<file path="config.mk">
export PLATFORM = sky130hd
export DESIGN_NAME = corelet_ws_ctrl
export DESIGN_NICKNAME = d
export VERILOG_FILES = /design/src/rtl/corelet_pkg.sv /design/src/rtl/phase_counter.sv /design/src/rtl/corelet_ws_ctrl.sv
export SDC_FILE = /design/constraint.sdc
export NUM_CORES = 1
export LEC_CHECK = 0
export ABC_CLOCK_PERIOD_IN_PS = 3000
export BUFFER_PORTS_ARGS = -buffer_cell sky130_fd_sc_hd__clkbuf_2
export CORE_MARGIN = 1.5
export CORE_UTILIZATION = 24
export CTS_BUF_LIST = sky130_fd_sc_hd__clkbuf_8
export CTS_CLUSTER_DIAMETER = 100
export DETAILED_ROUTE_END_ITERATION = 10
export PLACE_DENSITY = 0.46
export RECOVER_POWER = 25
export SLEW_MARGIN = 25
export SYNTH_ARGS = -nofsm -noshare
export SYNTH_HDL_FRONTEND = slang
export SYNTH_SLANG_ARGS = --single-unit
</file>
<file path="constraint.sdc">
create_clock -name clk -period 3 [get_ports clk]
set_input_delay 0.15 -clock clk [delete_from_list [all_inputs] [get_ports clk]]
set_output_delay 0.15 -clock clk [all_outputs]
set_load 0.005 [all_outputs]
</file>
<file path="src/rtl/corelet_pkg.sv">
// rtl/corelet_pkg.sv - shared state encoding and corelet instruction bit map
package corelet_pkg;

  localparam int INST_W   = 37;
  localparam int LOAD     = 0;
  localparam int EXEC     = 1;
  localparam int L0_WR    = 2;
  localparam int L0_RD    = 3;
  localparam int OFIFO_RD = 6;
  localparam int ACC      = 33;
  localparam int RELU     = 34;
  localparam int OS       = 35;
  localparam int FLUSH    = 36;

  typedef enum logic [2:0] {
    S_IDLE,
    S_WFETCH,
    S_KLOAD,
    S_KGAP,
    S_XFETCH,
    S_EXEC,
    S_DRAIN,
    S_DONE
  } state_t;

endpackage

</file>
<file path="src/rtl/phase_counter.sv">
// rtl/phase_counter.sv - loadable down-counter with terminal-count flag
module phase_counter #(
  parameter int W = 8
) (
  input  logic         clk,
  input  logic         reset,
  input  logic         load,
  input  logic [W-1:0] load_val,
  input  logic         en,
  output logic [W-1:0] count,
  output logic         tc
);

  always_ff @(posedge clk or posedge reset) begin
    if (reset)
      count <= '0;
    else if (load)
      count <= load_val;
    else if (en && count != '0)
      count <= count - W'(1);
  end

  assign tc = (count == '0);

endmodule

</file>
<file path="src/rtl/corelet_ws_ctrl.sv">
// rtl/corelet_ws_ctrl.sv - weight-stationary tile sequencer driving the corelet inst bus
module corelet_ws_ctrl
  import corelet_pkg::*;
#(
  parameter int row     = 8,
  parameter int col     = 8,
  parameter int addr_bw = 11,
  parameter int len_bw  = 8,
  parameter int timeout = 255
) (
  input  logic               clk,
  input  logic               reset,
  input  logic               start,
  input  logic               abort,
  input  logic [len_bw-1:0]  n_vec,
  input  logic [addr_bw-1:0] w_base,
  input  logic [addr_bw-1:0] x_base,
  input  logic [addr_bw-1:0] p_base,
  input  logic               relu_cfg,
  input  logic               acc_cfg,
  input  logic               ofifo_o_valid,
  output logic [INST_W-1:0]  inst,
  output logic               xmem_cen,
  output logic [addr_bw-1:0] xmem_addr,
  output logic               pmem_wen,
  output logic [addr_bw-1:0] pmem_addr,
  output logic               busy,
  output logic               done,
  output logic               err
);

  localparam int CW0    = (len_bw > $clog2(col + 1)) ? len_bw : $clog2(col + 1);
  localparam int CNT_W  = (CW0 > $clog2(row)) ? CW0 : $clog2(row);
  localparam int IDLE_W = $clog2(timeout + 1);

  state_t             state;
  logic [len_bw-1:0]  n_vec_q;
  logic [addr_bw-1:0] x_base_q;
  logic [addr_bw-1:0] p_base_q;
  logic               relu_q;
  logic               acc_q;
  logic [len_bw-1:0]  rd_cnt;
  logic [IDLE_W-1:0]  idle_cnt;

  logic               cnt_load;
  logic               cnt_en;
  logic [CNT_W-1:0]   cnt_val;
  logic [CNT_W-1:0]   cnt;
  logic               cnt_tc;

  // Fetch phases load their length (not length-1): count 0 is the tail cycle.
  always_comb begin
    cnt_load = 1'b0;
    cnt_en   = 1'b0;
    cnt_val  = '0;
    case (state)
      S_IDLE: begin
        cnt_load = start && !busy && (n_vec != '0);
        cnt_val  = CNT_W'(col);
      end
      S_WFETCH: begin
        cnt_load = cnt_tc;
        cnt_en   = !cnt_tc;
        cnt_val  = CNT_W'(col - 1);
      end
      S_KLOAD: begin
        cnt_load = cnt_tc;
        cnt_en   = !cnt_tc;
        cnt_val  = CNT_W'(row - 1);
      end
      S_KGAP: begin
        cnt_load = cnt_tc;
        cnt_en   = !cnt_tc;
        cnt_val  = CNT_W'(n_vec_q);
      end
      S_XFETCH: begin
        cnt_load = cnt_tc;
        cnt_en   = !cnt_tc;
        cnt_val  = CNT_W'(n_vec_q - len_bw'(1));
      end
      S_EXEC:  cnt_en = 1'b1;
      default: ;
    endcase
  end

  phase_counter #(.W(CNT_W)) u_phase (
    .clk      (clk),
    .reset    (reset),
    .load     (cnt_load),
    .load_val (cnt_val),
    .en       (cnt_en),
    .count    (cnt),
    .tc       (cnt_tc)
  );

  always_ff @(posedge clk or posedge reset) begin
    if (reset) begin
      state     <= S_IDLE;
      inst      <= '0;
      xmem_cen  <= 1'b1;
      xmem_addr <= '0;
      pmem_wen  <= 1'b0;
      pmem_addr <= '0;
      busy      <= 1'b0;
      done      <= 1'b0;
      err       <= 1'b0;
      n_vec_q   <= '0;
      x_base_q  <= '0;
      p_base_q  <= '0;
      relu_q    <= 1'b0;
      acc_q     <= 1'b0;
      rd_cnt    <= '0;
      idle_cnt  <= '0;
    end else if (abort) begin
      state     <= S_IDLE;
      inst      <= '0;
      xmem_cen  <= 1'b1;
      xmem_addr <= '0;
      pmem_wen  <= 1'b0;
      pmem_addr <= '0;
      busy      <= 1'b0;
      done      <= 1'b0;
    end else begin
      inst[L0_WR]    <= !xmem_cen;
      inst[OFIFO_RD] <= 1'b0;
      pmem_wen       <= 1'b0;
      done           <= 1'b0;
      case (state)
        // busy is still high during the done pulse, so a start there is ignored
        S_IDLE: begin
          busy <= 1'b0;
          if (start && !busy) begin
            if (n_vec == '0) begin
              done <= 1'b1;
            end else begin
              n_vec_q   <= n_vec;
              x_base_q  <= x_base;
              p_base_q  <= p_base;
              relu_q    <= relu_cfg;
              acc_q     <= acc_cfg;
              err       <= 1'b0;
              busy      <= 1'b1;
              xmem_cen  <= 1'b0;
              xmem_addr <= w_base;
              state     <= S_WFETCH;
            end
          end
        end
        S_WFETCH, S_XFETCH: begin
          if (cnt_tc) begin
            inst[L0_RD] <= 1'b1;
            if (state == S_WFETCH) begin
              inst[LOAD] <= 1'b1;
              state      <= S_KLOAD;
            end else begin
              inst[EXEC] <= 1'b1;
              state      <= S_EXEC;
            end
          end else if (cnt == CNT_W'(1)) begin
            xmem_cen <= 1'b1;
          end else begin
            xmem_addr <= xmem_addr + addr_bw'(1);
          end
        end
        S_KLOAD: begin
          if (cnt_tc) begin
            inst[LOAD]  <= 1'b0;
            inst[L0_RD] <= 1'b0;
            state       <= S_KGAP;
          end
        end
        S_KGAP: begin
          if (cnt_tc) begin
            xmem_cen  <= 1'b0;
            xmem_addr <= x_base_q;
            state     <= S_XFETCH;
          end
        end
        S_EXEC: begin
          if (cnt_tc) begin
            inst[EXEC]  <= 1'b0;
            inst[L0_RD] <= 1'b0;
            inst[RELU]  <= relu_q;
            inst[ACC]   <= acc_q;
            rd_cnt      <= '0;
            idle_cnt    <= '0;
            state       <= S_DRAIN;
          end
        end
        S_DRAIN: begin
          if (ofifo_o_valid) begin
            inst[OFIFO_RD] <= 1'b1;
            pmem_wen       <= 1'b1;
            pmem_addr      <= p_base_q + addr_bw'(rd_cnt);
            rd_cnt         <= rd_cnt + len_bw'(1);
            idle_cnt       <= '0;
            if (rd_cnt == n_vec_q - len_bw'(1))
              state <= S_DONE;
          end else if (idle_cnt == IDLE_W'(timeout - 1)) begin
            err   <= 1'b1;
            state <= S_DONE;
          end else begin
            idle_cnt <= idle_cnt + IDLE_W'(1);
          end
        end
        S_DONE: begin
          done  <= 1'b1;
          inst  <= '0;
          state <= S_IDLE;
        end
        default: state <= S_IDLE;
      endcase
    end
  end

endmodule

</file>
# After elaboration in Yosys (flattened, before gate mapping)
# Cells that the tools add are included.
# totals
mem_bits_ro	0
latchBits	0
regBits	123
mem_count	0
out_inout_bits	64
elab_cells	167
ram_bits	0
# op_classes
order_cmp	0
shifts	0
n_reduce_logical	39
addsub	6
div_mod_pow	0
mul	0
eq_ne	31
n_mux	67
bitwise	2
# op_table
operator	n
2-to-1 mux 11 bit	9
2-to-1 mux 8 bit	6
2-to-1 mux 37 bit	1
!= test 3 bit, second input constant	12
2-to-1 mux 3 bit	11
one-hot mux 11 bit (3 select lines)	1
one-hot mux 8 bit (2 select lines)	2
one-hot mux 8 bit (4 select lines)	1
2-to-1 mux 26 bit	1
2-to-1 mux 1 bit	22
one-hot mux 3 bit (7 select lines)	1
AND reduction 4 bit	5
AND reduction 6 bit	3
adder 8 x 1 -> 8 bit, second input constant	2
zero test 8 bit	2
nonzero test 4 bit	4
nonzero test 8 bit	2
subtractor 8 x 1 -> 8 bit, second input constant	2
nonzero test 2 bit	7
== test 3 bit, second input constant	4
!= test 2 bit, second input constant	6
one-hot mux 1 bit (3 select lines)	4
adder 11 x 1 -> 11 bit, second input constant	1
adder 11 x 8 -> 11 bit	1
other kinds (20)	35

# Depth between registers and ports, before layout
# logic_depth
depth_word	6
ltp_mapped	9

# Hierarchy
# From an unflattened synthesis, not the netlist that was laid out.
# hier_totals
cells_unflattened	650
hier_area_um2	6143.4
# modules_own_cells
module	area_each_um2	instances	cells_each	seq_area_each_um2
corelet_ws_ctrl	5647.9	1	597	2103.3
phase_counter	495.5	1	53	200.2

# Worst setup path after synthesis
# No wires, ideal clock.
# synth_timing
path_type	reg2reg
startpoint	register rd_cnt[0]
endpoint	register pmem_addr[10]
path_stages_with_launch	9
setup_ns	0.094
t_required_ns	2.906
synth_period_minus_slack_ns	2.024
path_buffers	0
slack_ns	0.976
t_arrival_ns	1.930
cell_sequence	dfrtp_1 -> ha_1 -> fa_1 -> a21o_1 -> a21oi_1 -> o31ai_1 -> nand3_1 -> xor2_1 -> a211oi_1
# synth_via
elab_chain_len	4
# synth_lines
element	line	rtl
from (decl)	corelet_ws_ctrl.sv:42	logic [len_bw-1:0] rd_cnt;
from (signal assigned)	corelet_ws_ctrl.sv:195	rd_cnt <= rd_cnt + len_bw'(1);
adder 11 x 8 -> 11 bit	corelet_ws_ctrl.sv:194	pmem_addr <= p_base_q + addr_bw'(rd_cnt);
2-to-1 mux 11 bit	corelet_ws_ctrl.sv:191	if (ofifo_o_valid) begin
2-to-1 mux 11 bit	corelet_ws_ctrl.sv:128	case (state)
2-to-1 mux 11 bit	corelet_ws_ctrl.sv:114	end else if (abort) begin
to (signal assigned)	corelet_ws_ctrl.sv:194	
to (decl)	corelet_ws_ctrl.sv:26	output logic [addr_bw-1:0] pmem_addr,
# No other way between the ends. The select of a mux whose other input is x is not followed.
# A chain may end at the register's enable or synchronous reset.

# Worst setup path in the final report
# layout_timing
startpoint	register u_phase.count[0]
endpoint	register xmem_addr[3]
# layout_via
elab_chain_len	3
word_cells_on_any_way	6
# layout_lines
element	line	rtl
from (decl)	phase_counter.sv:10	output logic [W-1:0] count,
from (signal assigned)	phase_counter.sv:18	count <= load_val;
from (signal assigned)	phase_counter.sv:20	count <= count - W'(1);
== test 8 x 1 -> 1 bit / zero test 8 bit (equally long branches)	corelet_ws_ctrl.sv:159, phase_counter.sv:23	
!= test 3 bit (no source line)	--	
AND reduction 6 bit (no source line) (*)	--	
to (signal assigned)	corelet_ws_ctrl.sv:144	xmem_addr <= w_base;
to (signal assigned)	corelet_ws_ctrl.sv:162	xmem_addr <= xmem_addr + addr_bw'(1);
to (signal assigned)	corelet_ws_ctrl.sv:175	xmem_addr <= x_base_q;
to (decl)	corelet_ws_ctrl.sv:24	output logic [addr_bw-1:0] xmem_addr,
# Mark *: on every way between the ends. The rest lies on a longest branch, timed or not.

==> impl_metrics.tcl <==
set metrics [dict create \
    die_area_sq_mm 0.0247 \
    end_kind "register" \
    synthArstFlopShare_pct 100 \
    route.detailed.drc 0 \
    maxCapViolCount 1 \
    grt_pass1_vias 4622 \
    drt-total-wl_mm 15.8 \
    grtUsageMet2_pct 20.8 \
    slowest_stage "or3_2" \
    cp_data_required_time_ns 3.30 \
    ys_ff_latch 92 \
    clock-sinks 92 \
    setup_viol 0 \
    grt_max_degree 45 \
    path_class "register to register" \
    holdPathEnd "x_base_q[7]" \
    peakVddDrop_mv 0.262 \
    synth_ff_type "dfrtp_1" \
    rsz0062_at_grt "no" \
    reg2reg_slack_ns 0.63 \
    post_cts_buffers 0 \
    num_vias 4804 \
    dp.cells 1000 \
    grt_first_pass_wirelength_mm 25.6 \
    top_usage_layer "met2" \
    ios 112 \
    hold_viol 0 \
    area_growth_pct 19.0 \
    clockBufferDepth 2 \
    cts_repair_resize_count 0 \
    violations "max-capacitance violations, max-slew violations" \
    port_buffers 81 \
    worstHoldPathType "input port to register" \
    r2r-start "u_phase.count[0]" \
    slew_viol_final 45 \
    wl_per_cell_microns 15.2 \
    hold_start "x_base[7]" \
    p_per_area_mw_per_mm2 755 \
    fill_cells 2564 \
    finalNetCount 779 \
    clk_latency_ns 0.39 \
    netlist_area_sq_mm 0.00571 \
    cp_slowest_stage_delay_ns 0.50 \
    r2r_end "xmem_addr[3]" \
    path_clk_slew_ns 0.10 \
    synth_area_leaders "dfrtp_1 (40%), mux2_2 (5.9%), a21oi_1 (4.2%)" \
    htreeDepth 3 \
    status "complete, but fails checks" \
    ys_types 72 \
    cp.arrival_ns 2.68 \
    synth_area_per_cell_sq_um 9.31 \
    instances_no_fill 1038 \
    timing.setup.tns_ns 0 \
    startpoint_type "register" \
    drt_iter0_drc 343 \
    hold_depth 2 \
    drive_above_1_share_pct 21.7 \
    multi_input_area_sq_mm 0.00310 \
    diodes 0 \
    synth_edf_count 0 \
    dp_hpwl_mm 11.7 \
    crit_fanout 19 \
    cp_cell_sequence "inv_1 > ha_1 > nor4b_1 > nand2_1 > o221ai_2 > a2bb2oi_4 > or3_2 > o31ai_2" \
    fmax_mhz 421 \
    cts_buffers 9 \
    antenna_found_initial 0 \
    place_area_sq_mm 0.00640 \
    place_congestion 0.788 \
    die_h_microns 157 \
    syn_inst 613 \
    vias_per_cell 4.63 \
    leakage_nw 2.96 \
    slew_headroom_pct -24.0 \
    clock_skew_ns 0.0146 \
    regArea_sq_mm 0.00230 \
    synth_area_leader_cell "dfrtp_1" \
    fin_area_sq_mm 0.00679 \
    start_util_pct 24.4 \
    ys_seq_area_share_pct 40.4 \
    overflow 0 \
    ant_nets 0 \
    finalCritPeriodShare_pct 79.1 \
    met1_usage_pct 18.8 \
    cts_tree "yes" \
    period_needed_ns 2.37 \
    synth_top_cell_area_share_pct 39.9 \
    grt_use_total_pct 13.3 \
    grt_use_met3_pct 2.37 \
    die_x_microns 157 \
    root_buffer "clkbuf_8" \
    worst_pin_slew_ns 1.86 \
    row_count 56 \
    firstDrtPassIters 5 \
    yosysWarnings 0 \
    reg2reg_depth 8 \
    core_area_sq_mm 0.0234 \
]
[critical path: cells and delay by family, from the launching register on]
kind	cells	cell delay, ns
flip-flops	1	0.41
AO/OA/AOI/OAI	3	0.53
AND/OR/NAND/NOR	3	0.93
adder cells (fa/ha/maj)	1	0.27
buffers and inverters	1	0.14
[state kept, by name, summed over array words and instances (netlist names), 3 cells and up]
name / count
pmem_addr: 11
inst: 6
xmem_addr: 11
n_vec_q: 8
idle_cnt: 8
p_base_q: 11
x_base_q: 11
rd_cnt: 8
state: 3
u_phase.count: 8
[metrics by stage]
| stage | power [mW] | worst slack [ns] | hold WS, ns | util (%) |
|---|---|---|---|---|
| after detailed placement | 4.31 | 0.649 | 0.287 | 27.3 |
| after global placement | 4.31 | 0.720 | 0.283 | 27.3 |
| after floorplan | 3.71 | 0.460 | 0.267 | - |
| after CTS | 5.18 | 0.643 | 0.000579 | 29.1 |
| final | 5.13 | 0.626 | 0.0168 | 29.0 |
| after global routing | 5.55 | 0.460 | 0.00124 | 29.0 |
[worst max path at each step]
stage,startpoint,endpoint,slack (ns)
finish,u_phase.count[0],xmem_addr[3],0.63
detailed placement,u_phase.count[0],xmem_addr[3],0.65
floorplan,reset,acc_q,0.46
global route,u_phase.count[0],xmem_addr[3],0.46
global placement,u_phase.count[0],xmem_addr[3],0.72
CTS,u_phase.count[0],xmem_addr[3],0.64
[placed cells by master (no fill, tap or decap), drive strengths merged, types with 5 or more instances in the layout]
master,netlist,layout
inv,14,17
o31ai,5,5
xor2,14,14
nand2b,7,7
dlygate4sd3,0,22
buf,42,18
clkbuf,18,90
mux2i,6,6
a211oi,15,15
mux2,30,30
nand4,7,7
o22ai,6,6
a21o,6,6
dfrtp,91,91
nor3,23,23
a21oi,50,50
xnor2,19,19
nand2,46,46
or3,6,6
nor2,61,61
and3,9,9
nor4,5,5
conb,1,30
o21ai,31,31
nand3,23,23
o21bai,5,5
ha,16,16
[routing by layer]
metal / up-vias / wire length (microns)
met1: 2330 / 7800
met2: 108 / 7240
met5: - / 0
met3: 10 / 601
met4: 0 / 138
li1: 2356 / -
[synth_stat cells, drive strengths merged, types with 7 or more instances]
library cell	instances
nand2b	7
dfrtp	91
nor2	61
a21oi	50
ha	16
nand3	23
nand4	7
a211oi	15
nand2	46
mux2	30
nor3	23
xor2	14
buf	42
o21ai	31
xnor2	19
inv	14
and3	9
clkbuf	18
[repair_timing]
action | CTS | global route
endpoints found under the hold margin | 62 | 0
hold buffers | 22 | 0
setup endpoints to repair | 0 | 0
[logic make-up (layout without fill, tap and decap cells)]
logic type	after synthesis	count (layout)	synth area share, %
AO/OA/AOI/OAI	153	153	18.4
other	1	30	0.0657
AND/OR/NAND/NOR	206	206	17.8
adder cells (fa/ha/maj)	17	17	3.86
flip-flops	92	92	40.4
XOR/XNOR	33	33	5.07
multiplexers	36	36	7.04
buffers and inverters	75	152	7.37
[layout make-up]
cell class | count | area share (%)
clock buffers | 9 | 1.82
flip-flops and latches | 92 | 33.9
clock inverters | 7 | 0.866
repair buffers | 121 | 11.1
well taps | 319 | 5.88
multi-input cells | 475 | 45.6
inverters | 15 | 0.829
[power by group]
group | switching, mW | internal, mW
sequential | 0.472 | 1.61
combinational | 1.19 | 1.02
clock | 0.519 | 0.315
total | 2.19 | 2.94
No activity file was read; power rests on OpenSTA's default activity.
